File: src/rtl/clk_div_monitor.sv
// clk_div_monitor: built-in self-check for a divided clock generated in the
// clk100 domain. The divided clock is sampled as data, its period is measured
// in clk100 cycles, lock is declared after LOCK_CNT consecutive good periods,
// and a sticky fault is raised on a bad period or a stopped clock.
// Optional high-time (duty) check: define CLK_MON_DUTY_CHECK_EN.
module clk_div_monitor #(
  parameter int DIV      = 4,   // expected period in clk100 cycles (2..255)
  parameter int TOL      = 0,   // allowed period error, +/- cycles
  parameter int LOCK_CNT = 4,   // consecutive good periods for lock (1..15)
  parameter int TIMEOUT  = 64   // cycles without a rise that mean "stopped"
) (
  input  logic       clk100,
  input  logic       rst_n,
  input  logic       div_clk_in,
  input  logic       clr,
  output logic       locked,
  output logic       fault,
  output logic [1:0] fault_code,
  output logic [7:0] period
);

  typedef enum logic [1:0] {IDLE, ACQ, LOCKED, FAULT} state_t;

  localparam logic [1:0] CODE_NONE   = 2'b00;
  localparam logic [1:0] CODE_PERIOD = 2'b01;
  localparam logic [1:0] CODE_STOP   = 2'b10;
  localparam logic [1:0] CODE_DUTY   = 2'b11;

  localparam int         GOOD_LO     = DIV - TOL;
  localparam int         GOOD_HI     = DIV + TOL;
  localparam logic [7:0] TIMEOUT_VAL = 8'(TIMEOUT);
  localparam logic [3:0] LOCK_LAST   = 4'(LOCK_CNT - 1);

  // s1 = sync_reg[0], s2 = sync_reg[1], s3 = sync_reg[2]
  logic [2:0] sync_reg;
  logic       rise;
  logic [7:0] cnt_reg;
  logic       good_period;
  logic       timeout;
  logic       duty_bad;

  state_t     state_reg, state_next;
  logic [3:0] good_cnt_reg, good_cnt_next;
  logic [1:0] code_reg, code_next;
  logic       locked_reg, locked_next;
  logic       fault_reg, fault_next;
  logic [7:0] period_reg;

  // Three-flop chain: two for metastability, the third for edge detection.
  always_ff @(posedge clk100 or negedge rst_n) begin
    if (!rst_n) sync_reg <= 3'b000;
    else        sync_reg <= {sync_reg[1:0], div_clk_in};
  end

  assign rise = sync_reg[1] & ~sync_reg[2];

  // Period counter: restarts at 1 on every rise, otherwise counts up and sticks at 255.
  always_ff @(posedge clk100 or negedge rst_n) begin
    if (!rst_n)                cnt_reg <= 8'd0;
    else if (clr)              cnt_reg <= 8'd0;
    else if (rise)             cnt_reg <= 8'd1;
    else if (cnt_reg != 8'hFF) cnt_reg <= cnt_reg + 8'd1;
  end

  // The counter value seen on the rise cycle is the length of the period just ended.
  assign good_period = (int'(cnt_reg) >= GOOD_LO) && (int'(cnt_reg) <= GOOD_HI);

  // A rise in the same cycle always wins over the timeout.
  assign timeout = (cnt_reg == TIMEOUT_VAL) && !rise;

`ifdef CLK_MON_DUTY_CHECK_EN
  localparam int DUTY_LO = DIV / 2 - TOL;
  localparam int DUTY_HI = DIV / 2 + TOL;

  logic       fall;
  logic [7:0] hi_cnt_reg;

  assign fall = ~sync_reg[1] & sync_reg[2];

  // High-time counter: starts at 1 on a rise and counts while the sampled clock stays high.
  always_ff @(posedge clk100 or negedge rst_n) begin
    if (!rst_n)                                  hi_cnt_reg <= 8'd0;
    else if (clr)                                hi_cnt_reg <= 8'd0;
    else if (rise)                               hi_cnt_reg <= 8'd1;
    else if (sync_reg[1] && hi_cnt_reg != 8'hFF) hi_cnt_reg <= hi_cnt_reg + 8'd1;
  end

  // The count is complete on the fall cycle, so it is judged right there.
  assign duty_bad = fall && ((int'(hi_cnt_reg) < DUTY_LO) || (int'(hi_cnt_reg) > DUTY_HI));
`else
  assign duty_bad = 1'b0;
`endif

  // State register plus the registered status outputs.
  always_ff @(posedge clk100 or negedge rst_n) begin
    if (!rst_n) begin
      state_reg    <= IDLE;
      good_cnt_reg <= 4'd0;
      code_reg     <= CODE_NONE;
      locked_reg   <= 1'b0;
      fault_reg    <= 1'b0;
    end else begin
      state_reg    <= state_next;
      good_cnt_reg <= good_cnt_next;
      code_reg     <= code_next;
      locked_reg   <= locked_next;
      fault_reg    <= fault_next;
    end
  end

  // Next-state logic: clr overrides everything, then per-state rise/timeout handling.
  always_comb begin
    state_next    = state_reg;
    good_cnt_next = good_cnt_reg;
    code_next     = code_reg;
    if (clr) begin
      state_next    = IDLE;
      good_cnt_next = 4'd0;
      code_next     = CODE_NONE;
    end else begin
      case (state_reg)
        IDLE: begin
          if (rise) begin
            state_next    = ACQ;
            good_cnt_next = 4'd0;
          end
        end
        ACQ: begin
          if (rise) begin
            if (good_period) begin
              if (good_cnt_reg == LOCK_LAST) begin
                state_next    = LOCKED;
                good_cnt_next = 4'd0;
              end else begin
                good_cnt_next = good_cnt_reg + 4'd1;
              end
            end else begin
              good_cnt_next = 4'd0;
            end
          end else if (timeout) begin
            state_next    = IDLE;
            good_cnt_next = 4'd0;
          end
        end
        LOCKED: begin
          if (rise && !good_period) begin
            state_next = FAULT;
            code_next  = CODE_PERIOD;
          end else if (timeout) begin
            state_next = FAULT;
            code_next  = CODE_STOP;
          end else if (duty_bad) begin
            state_next = FAULT;
            code_next  = CODE_DUTY;
          end
        end
        FAULT: begin
          state_next = FAULT;
        end
        default: begin
          state_next    = IDLE;
          good_cnt_next = 4'd0;
          code_next     = CODE_NONE;
        end
      endcase
    end
  end

  // Output decode from the next state so the flags come straight from flops.
  always_comb begin
    locked_next = (state_next == LOCKED);
    fault_next  = (state_next == FAULT);
  end

  // Last measured period: updated on every rise except the one that leaves IDLE; clr keeps it.
  always_ff @(posedge clk100 or negedge rst_n) begin
    if (!rst_n)                                 period_reg <= 8'd0;
    else if (!clr && rise && state_reg != IDLE) period_reg <= cnt_reg;
  end

  assign locked     = locked_reg;
  assign fault      = fault_reg;
  assign fault_code = code_reg;
  assign period     = period_reg;

endmodule

File: config.mk
export PLATFORM = sky130hd
export DESIGN_NAME = clk_div_monitor
export DESIGN_NICKNAME = d
export VERILOG_FILES = /design/src/rtl/clk_div_monitor.sv
export SDC_FILE = /design/constraint.sdc
export NUM_CORES = 1
export LEC_CHECK = 0
export CORE_MARGIN = 2
export CORE_UTILIZATION = 49
export DETAILED_ROUTE_END_ITERATION = 6
export HOLD_SLACK_MARGIN = 0.03
export PLACE_DENSITY = 0.74
export SYNTH_ARGS = -nofsm -noshare
export SYNTH_HDL_FRONTEND = slang
export SYNTH_SLANG_ARGS = --single-unit
File: constraint.sdc
create_clock -name clk100 -period 1.6 [get_ports clk100]
set_clock_uncertainty 0.05 [all_clocks]
set_input_delay 0.16 -clock clk100 [delete_from_list [all_inputs] [get_ports clk100]]
set_output_delay 0.16 -clock clk100 [all_outputs]
set_load 0.005 [all_outputs]
=== After elaboration in Yosys (flattened, before gate mapping) ===
Index checks and enable logic that the tools add are counted.
Widths: inputs -> output; s select.

* Muxes and demuxes: 23
* Eq/ne operators: 10
* Reduce and logical (&&, ||, !) cells: 16
* Add/sub/neg operators: 2
* Bitwise gates (word level): 2
* Order comparisons: 2

{| class="wikitable"
|+ Operator list
! operator !! number
|-
| $mux 2 || 12
|-
| $mux 4 || 6
|-
| $mux 8 || 3
|-
| $reduce_bool 3->1 || 3
|-
| $add 8x1->8 const B || 1
|-
| $eq 2x2->1 const B || 4
|-
| $eq 8x7->1 const B || 1
|-
| $ge 8x3->1 const B || 1
|-
| $le 8x3->1 const B || 1
|-
| $ne 8x8->1 const B || 1
|-
| $pmux 2 s4 || 1
|-
| $pmux 4 s2 || 1
|-
| $logic_and 1x1->1 || 5
|-
| $add 4x1->4 const B || 1
|-
| $eq 4x2->1 const B || 1
|-
| $ne 4x4->1 const B || 1
|-
| $reduce_bool 2->1 || 2
|-
| $logic_not 1->1 || 3
|-
| $ne 3x3->1 const B || 1
|-
| $reduce_and 3->1 || 1
|-
| $eq 2x1->1 const B || 1
|-
| $logic_not 2->1 || 1
|-
| $reduce_and 2->1 || 1
|-
| $and 1x1->1 || 1
|-
| $not 1->1 || 1
|}

* Output and inout port bits: 12
* Input bits: 4
* Register bits after elaboration: 29

=== Logic depth before layout (Yosys ltp) ===
Gate-level depths: netlist of the first run.

* Word-level depth: 9
* Mapped depth: 6

=== Worst setup path after synthesis of the first run ===
OpenSTA, ideal clock, no wires.

* Path kind: reg2reg
* Start: reg cnt_reg[0]
* End: reg locked_reg (netlist: locked)
* Period minus slack after synthesis: 1.674 ns
* Path slack: -0.074 ns
* Path buffers: 0
* Stages on the path, launching flop included: 7
* Arrival time: 1.558 ns
* Cell sequence: dfrtp_1 > inv_1 > ha_1 > nor4b_1 > a21oi_1 > a211oi_2 > o221a_2

* Word-level cells in the longest chain between the ends: 8

{| class="wikitable"
|+ Ends and longest elaborated chain
! what !! RTL line !! source
|-
| from (decl) || 37 || <nowiki>logic [7:0] cnt_reg;</nowiki>
|-
| from (signal assigned) || 62 || <nowiki>else if (cnt_reg != 8'hFF) cnt_reg <= cnt_reg + 8'd1;</nowiki>
|-
| $ge 8x3->1 / $le 8x3->1 (equally long branches) || 66 || <nowiki>assign good_period = (int'(cnt_reg) >= GOOD_LO) && (int'(cnt_reg) <= GOOD_HI);</nowiki>
|-
| $logic_and 1x1->1 || 66 ||
|-
| $logic_not 1->1 || 146 || <nowiki>if (rise && !good_period) begin</nowiki>
|-
| $logic_and 1x1->1 || 146 ||
|-
| $mux 2 || 146 ||
|-
| $pmux 2 s4 (*) || 121 || <nowiki>case (state_reg)</nowiki>
|-
| $mux 2 (*) || 116 || <nowiki>if (clr) begin</nowiki>
|-
| $eq 2x2->1 (*) || 171 || <nowiki>locked_next = (state_next == LOCKED);</nowiki>
|-
| via locked_next || 45 || <nowiki>logic locked_reg, locked_next;</nowiki>
|-
| to (signal assigned) || 106 || <nowiki>locked_reg <= locked_next;</nowiki>
|-
| to (decl) || 45 ||
|}

The timed path passes the listed nets; every way through them passes the cells marked *.
A chain may end at the register's enable or synchronous reset.

=== Final worst setup path of the first run ===
* Start: reg cnt_reg[1]
* End: reg state_reg[0]

* Word-level cells in the longest chain between the ends: 7

{| class="wikitable"
|+ Ends and longest elaborated chain
! what !! RTL line !! source
|-
| $ge 8x3->1 / $le 8x3->1 (equally long branches) || 66 ||
|-
| $logic_and 1x1->1 || 66 ||
|-
| $logic_not 1->1 || 146 ||
|-
| $logic_and 1x1->1 || 146 ||
|-
| $mux 2 || 146 ||
|-
| $pmux 2 s4 (*) || 121 ||
|-
| $mux 2 (*) || 116 ||
|-
| via state_next[0] || 42 || <nowiki>state_t state_reg, state_next;</nowiki>
|-
| to (signal assigned) || 103 || <nowiki>state_reg <= state_next;</nowiki>
|-
| to (decl) || 42 ||
|}

Marked as above.

==> summary.txt, run 1 <==
area of the multi-input gates -> 768 um^2
switching power -> 351 uW
count leader, synth -> dfrtp_1
io pins -> 16
Crit path largest cell delay -> 450 ps
number of global-route vias before repair -> 1151
fill count -> 191
port bufs -> 15
Initial Util -> 51.9%
Seq pwr share -> 49.3%
LEAKAGE -> 0.896 nW
Placed Cells -> 194
outcome -> complete, but fails checks
register area -> 732 um^2
TritonCTS buffer count -> 5
first drt pass iteration count -> 4
worst-margin pin slew -> 359 ps
Die W -> 58.3 um
DR iter-0 viols -> 35
Logic pwr share -> 10.7%
Sw Share -> 22.5%
Peak VDD IR -> 692 uV
failing checks -> negative setup slack
Mapped Area -> 1440 um^2
Die Span Y -> 58.3 um
delay-heaviest family, CP -> flip-flops
min cycle time layout -> 1670 ps
Clock transition at path regs -> 90 ps
Placer Congestion -> 0.824
Slowest-stage cell, CP -> dfrtp_2
die area -> 3390 um^2
Worst setup SP type -> flop
Final Hold Fails -> 0
area leader, netlist -> dfrtp_1
top_reg_cell synth -> dfrtp_1
Worst EP arrival -> 1840 ps
wire length of the first global-routing pass -> 5320 um
via count -> 1194
Avg Inst Size Synth -> 10.5 um^2
YS warnings -> 0
initial antenna violation count -> 0
Routed WL per cell -> 16.2 um
fin. max-slew vios -> 0
Post-Synth XOR/XNOR Area -> 0.607%
Post-Synth Simple-Gate Area -> 23.9%
share of layout cells above drive strength 1 -> 40.2%
final setup vio count -> 3
slew margin rel. -> 76.0%
largest fanout on the critical path -> 5
sequential fraction of the synthesis area -> 50.3%
Distinct cells, synth -> 41
synthesized-area fraction occupied by adder cells -> 2.60%
row cnt -> 19
routed vias/inst -> 5.69
Power Dens Cells -> 790 nW/um^2
Syn Nets -> 145
final std cells w/o fill -> 210
Mapped Cells -> 138
CTS tree -> yes
DRC errors left -> 0
Layout area overhead -> 37.0%
MaxCap Viol Count -> 0
clock latency on the worst-skew pair -> 330 ps
CTS root buf -> clkbuf_4
ys async rst share -> 100%
post-route antenna net violation count -> 0
clock share of power -> 39.9%
worst path required time -> 1770 ps
CTS sink count -> 29
largest family of logic cells by synthesized area -> simple AND/OR/NAND/NOR gates
TNS Setup -> -137 ps
post-synthesis mux area share -> 5.29%
Post-synth EDFFs -> 0
Synth Area in Compound Gates -> 13.7%
Tcrit/Tclk final -> 104%
detailed-route wire length -> 3400 um
Hold Path Class -> in -> async
Cell Chain, Critical Path -> inv_2, ha_4, nor4b_4, a21oi_2, a211oi_2, buf_4, nor4_2
total gr overflow -> 0
core footprint -> 2780 um^2
fin nets -> 185
dominant cells by area after synthesis -> dfrtp_1, mux2_2, nand2_1
Post-CTS Hold Buffers -> 0
RSZ-0062 raised after global routing -> yes
Critical path buffers and inverters -> 2
P_int -> 1.21 mW
CTS H-tree depth -> 2
Seq cells post-synth -> 29
Setup crit end kind -> flop
Detail Placement HPWL -> 2160 um
area share of the largest cell type after synthesis -> 50.3%
PnR worst setup slack -> -65.8 ps
Max Clk Rate -> 600 MHz
Power Total -> 1.56 mW
critical setup path kind -> reg -> reg
n_diodes -> 0
largest net degree at the start of global routing -> 30
Post-synth top cells -> dfrtp_1, nand2_1, nor2_1
GRT Overall Usage -> 21.2%
worst-case clock buffer depth -> 2
hold_ws -> 151 ps
## what timing repair did
action / in CTS / in global routing
pin swaps: 3 / 7
setup endpoints to repair: 5 / 14
buffers inserted: 3 / 5
gates resized for setup: 5 / 21
## worst reg2reg max path: stages (launching register included)
cell and delay [ps]:
dfrtp_2 450, inv_2 90, ha_4 140, nor4b_4 230, a21oi_2 100, a211oi_2 280
buf_4 170, nor4_2 40
## layout by cell type (no fill, tap or decap), drive strengths merged, types with 5 or more instances in the layout
cell type | netlist | final
a21oi | 7 | 7
buf | 4 | 24
clkbuf | 2 | 7
clkdlybuf4s50 | 0 | 15
dfrtp | 29 | 29
inv | 5 | 5
mux2 | 5 | 5
nand2 | 14 | 14
nor2 | 11 | 11
nor3 | 9 | 9
o21ai | 5 | 5
## power groups by stage
stage / Combinational (mW) / Clock, mW / Sequential [mW]
final: 0.167 / 0.624 / 0.771
after detailed placement: 0.136 / 0 / 0.784
after floorplan: 0.0613 / 0 / 0.781
after global routing: 0.184 / 0.662 / 0.774
after CTS: 0.149 / 0.640 / 0.769
after global placement: 0.134 / 0 / 0.782
## kinds of logic (layout without fill, tap and decap cells)
family / Yosys count / in the layout
simple gates: 60 / 60
fa+ha+maj: 3 / 3
xor+xnor: 1 / 1
compound gates: 27 / 27
flops: 29 / 29
mux: 7 / 7
buf+inv: 11 / 52
## cell type report
class,count,area share [%]
Multi-Input combinational cell,98,38.9
Tap cell,31,1.96
Clock buffer,7,2.78
Timing Repair Buffer,39,16.9
Inverter,5,0.949
Clock inverter,1,1.52
Sequential cell,29,37.0
## stage by stage
| step | setup slack, ps | util (%) | instance area (um^2) |
|---|---|---|---|
| 2_1_floorplan | 14.8 | - | 1450 |
| 3_3_place_gp | -4.72 | 62.0 | 1720 |
| 3_5_place_dp | -56.7 | 62.0 | 1720 |
| 4_1_cts | 5.59 | 66.5 | 1850 |
| 5_1_grt | -157 | 71.1 | 1980 |
| 6_report | -65.8 | 71.1 | 1980 |
## final timing paths
path	from	endpoint	slack (ps)	cells past startpoint
max	cnt_reg[1]	state_reg[0]	-70	7
min	rst_n	fault	150	2
max reg2reg	cnt_reg[1]	state_reg[0]	-70	7
min reg2reg	sync_reg[0]	sync_reg[1]	310	0
max in group asynchronous	rst_n	cnt_reg[6]	1050	2
min in group clk100	div_clk_in	sync_reg[0]	210	1
## per-layer routing
metal,up-vias,global-route usage [%],wire (um)
met5,-,0,0
met4,0,11.0,104
met3,11,5.58,176
met2,36,33.5,1570
met1,573,26.6,1550
li1,574,-,-
No activity file was read; power rests on OpenSTA's default activity.
==> run 2, diff against run 1 <==
--- a/config.mk
+++ b/config.mk
@@ -12,2 +12,3 @@
 export PLACE_DENSITY = 0.74
+export SETUP_SLACK_MARGIN = 0.15
 export SYNTH_ARGS = -nofsm -noshare
==> constraint.sdc (replaced) <==
create_clock -name clk100 -period 1.6 [get_ports clk100]
set_clock_uncertainty 0.05 [all_clocks]
set_input_delay 0.32 -clock clk100 [delete_from_list [all_inputs] [get_ports clk100]]
set_output_delay 0.32 -clock clk100 [all_outputs]
set_load 0.005 [all_outputs]
==> run 2 against run 1 <==
The flow still finishes with violations (negative setup slack); global-route usage up 2.9 points; critical path depth did not move; first-iteration DRC count rose by 83%; clock power is 22% higher; maximum frequency increased by 3.5%; non-clock buffer count is 17 higher; largest cell class unchanged; routed wire length increased by 15%; sequential power barely moved; largest power group unchanged; final area is 9.6% higher; worst hold slack gained 160 ps; critical endpoint is now cnt_reg[1].
==> summary.txt, run 2 (synthesized netlist as in run 1, its figures left out) <==
outcome -> complete, but fails checks
failing checks -> negative setup slack
fin. max-slew vios -> 0
Final Hold Fails -> 0
die area -> 3390 um^2
io pins -> 16
Worst EP arrival -> 1780 ps
Crit path largest cell delay -> 410 ps
largest fanout on the critical path -> 5
post-route antenna net violation count -> 0
Clock transition at path regs -> 110 ps
CTS root buf -> clkbuf_4
TritonCTS buffer count -> 5
RSZ-0062 raised after global routing -> yes
Max Clk Rate -> 621 MHz
initial antenna violation count -> 0
Die Span Y -> 58.3 um
Slowest-stage cell, CP -> dfrtp_1
Die W -> 58.3 um
Hold Path Class -> in -> async
GRT Overall Usage -> 24.1%
via count -> 1305
wire length of the first global-routing pass -> 6100 um
share of layout cells above drive strength 1 -> 49.5%
Worst Setup Slack post-DPL -> -136 ps
Routed WL per cell -> 17.2 um
critical setup path kind -> reg -> reg
worst-margin pin slew -> 372 ps
min cycle time layout -> 1610 ps
Tcrit/Tclk final -> 101%
total gr overflow -> 0
first drt pass iteration count -> 4
detailed-route wire length -> 3910 um
PnR worst setup slack -> -9.98 ps
largest net degree at the start of global routing -> 30
port bufs -> 15
fill count -> 191
core footprint -> 2780 um^2
Layout area overhead -> 50.2%
Detail Placement HPWL -> 2300 um
n_diodes -> 0
routed vias/inst -> 5.75
Post-CTS Hold Buffers -> 0
final setup vio count -> 1
CTS H-tree depth -> 2
slew margin rel. -> 75.2%
DRC errors left -> 0
DR iter-0 viols -> 64
MaxCap Viol Count -> 0
TNS Setup -> -9.98 ps
most common cell after layout, fill and taps aside -> buf_4
hold_ws -> 307 ps
CTS tree -> yes
Initial Util -> 51.9%
Worst setup SP type -> flop
Placer Congestion -> 0.870
Cell Chain, Critical Path -> buf_6, ha_4, nand2_4, nor3_4, buf_4, mux2i_1, nor2_1
clock latency on the worst-skew pair -> 340 ps
Peak VDD IR -> 1100 uV
number of global-route vias before repair -> 1323
LEAKAGE -> 1.06 nW
row cnt -> 19
Setup crit end kind -> flop
fin nets -> 202
worst-case clock buffer depth -> 2
Power Dens Cells -> 801 nW/um^2
most frequent cells in the layout -> buf_4, dfrtp_1, dlygate4sd2_1, nand2_1, nor2_1
CTS sink count -> 29
worst path required time -> 1770 ps
==> run 2: changes by cell type in the layout (fill, tap and decap cells not counted), sizes merged <==
cell,previous run,this run
clkdlybuf4s50,15,3
buf,24,41
clkbuf,7,5
clkinv,0,1
bufinv,1,2
dlygate4sd2,0,12
==> run 2: per-stage QoR <==
| stage | total power [mW] | instances | utilization (%) | cell area [um^2] |
|---|---|---|---|---|
| global placement | 0.934 | 198 | 63.8 | 1770 |
| detailed placement | 0.936 | 198 | 63.8 | 1770 |
| global route | 1.80 | 227 | 77.9 | 2170 |
| floorplan | 0.848 | 138 | - | 1470 |
| CTS | 1.71 | 219 | 72.6 | 2020 |
| finish | 1.74 | 227 | 77.9 | 2170 |
==> run 2: metal layers <==
| layer | routed length (um) | GRT usage (%) | up-vias |
|---|---|---|---|
| met2 | 2080 | 41.7 | 38 |
| met3 | 188 | 4.91 | 6 |
| met1 | 1600 | 29.8 | 649 |
| met5 | 0 | 0 | - |
| met4 | 40 | 7.97 | 0 |
| li1 | - | - | 612 |
==> run 2: timing repair <==
item,4_1_cts,5_1_grt
buffers inserted,13,8
setup endpoints to repair,27,23
pin swaps,11,20
gates resized for setup,28,21
==> run 2: worst paths after layout <==
kind                                   from            to  slack [ps]  cells past startpoint
max in group asynchronous             rst_n    cnt_reg[6]         880                      2
worst max register to register   cnt_reg[1]    cnt_reg[1]         -10                      7
worst min register to register  sync_reg[0]   sync_reg[1]         310                      0
worst min-delay path                  rst_n  state_reg[0]         310                      2
min in group clk100             sync_reg[0]   sync_reg[1]         310                      0
worst max-delay path             cnt_reg[1]    cnt_reg[1]         -10                      7
==> run 2: critical path, delay by kind of cell (launching register included) <==
family        cells  cell delay (ps)
fa+ha+maj         1              140
buf+inv           2              290
flops             1              410
mux               1              210
simple gates      3              400
==> run 2: report_power, final <==
part	leakage, nW	switching, mW	internal (mW)
Combinational	0.620	0.101	0.103
Sequential	0.387	0.0166	0.753
Clock	0.0552	0.278	0.484
Total	1.06	0.396	1.34
==> run 2: final cells by class <==
type / count / area [um^2] / share of cell area [%]
Inverter: 5 / 18.8 / 0.866
Clock buffer: 5 / 37.5 / 1.73
Timing Repair Buffer: 56 / 454 / 21.0
Sequential cell: 29 / 731 / 33.7
Multi-Input combinational cell: 98 / 822 / 37.9
Tap cell: 31 / 38.8 / 1.79
Clock inverter: 3 / 65.1 / 3.00
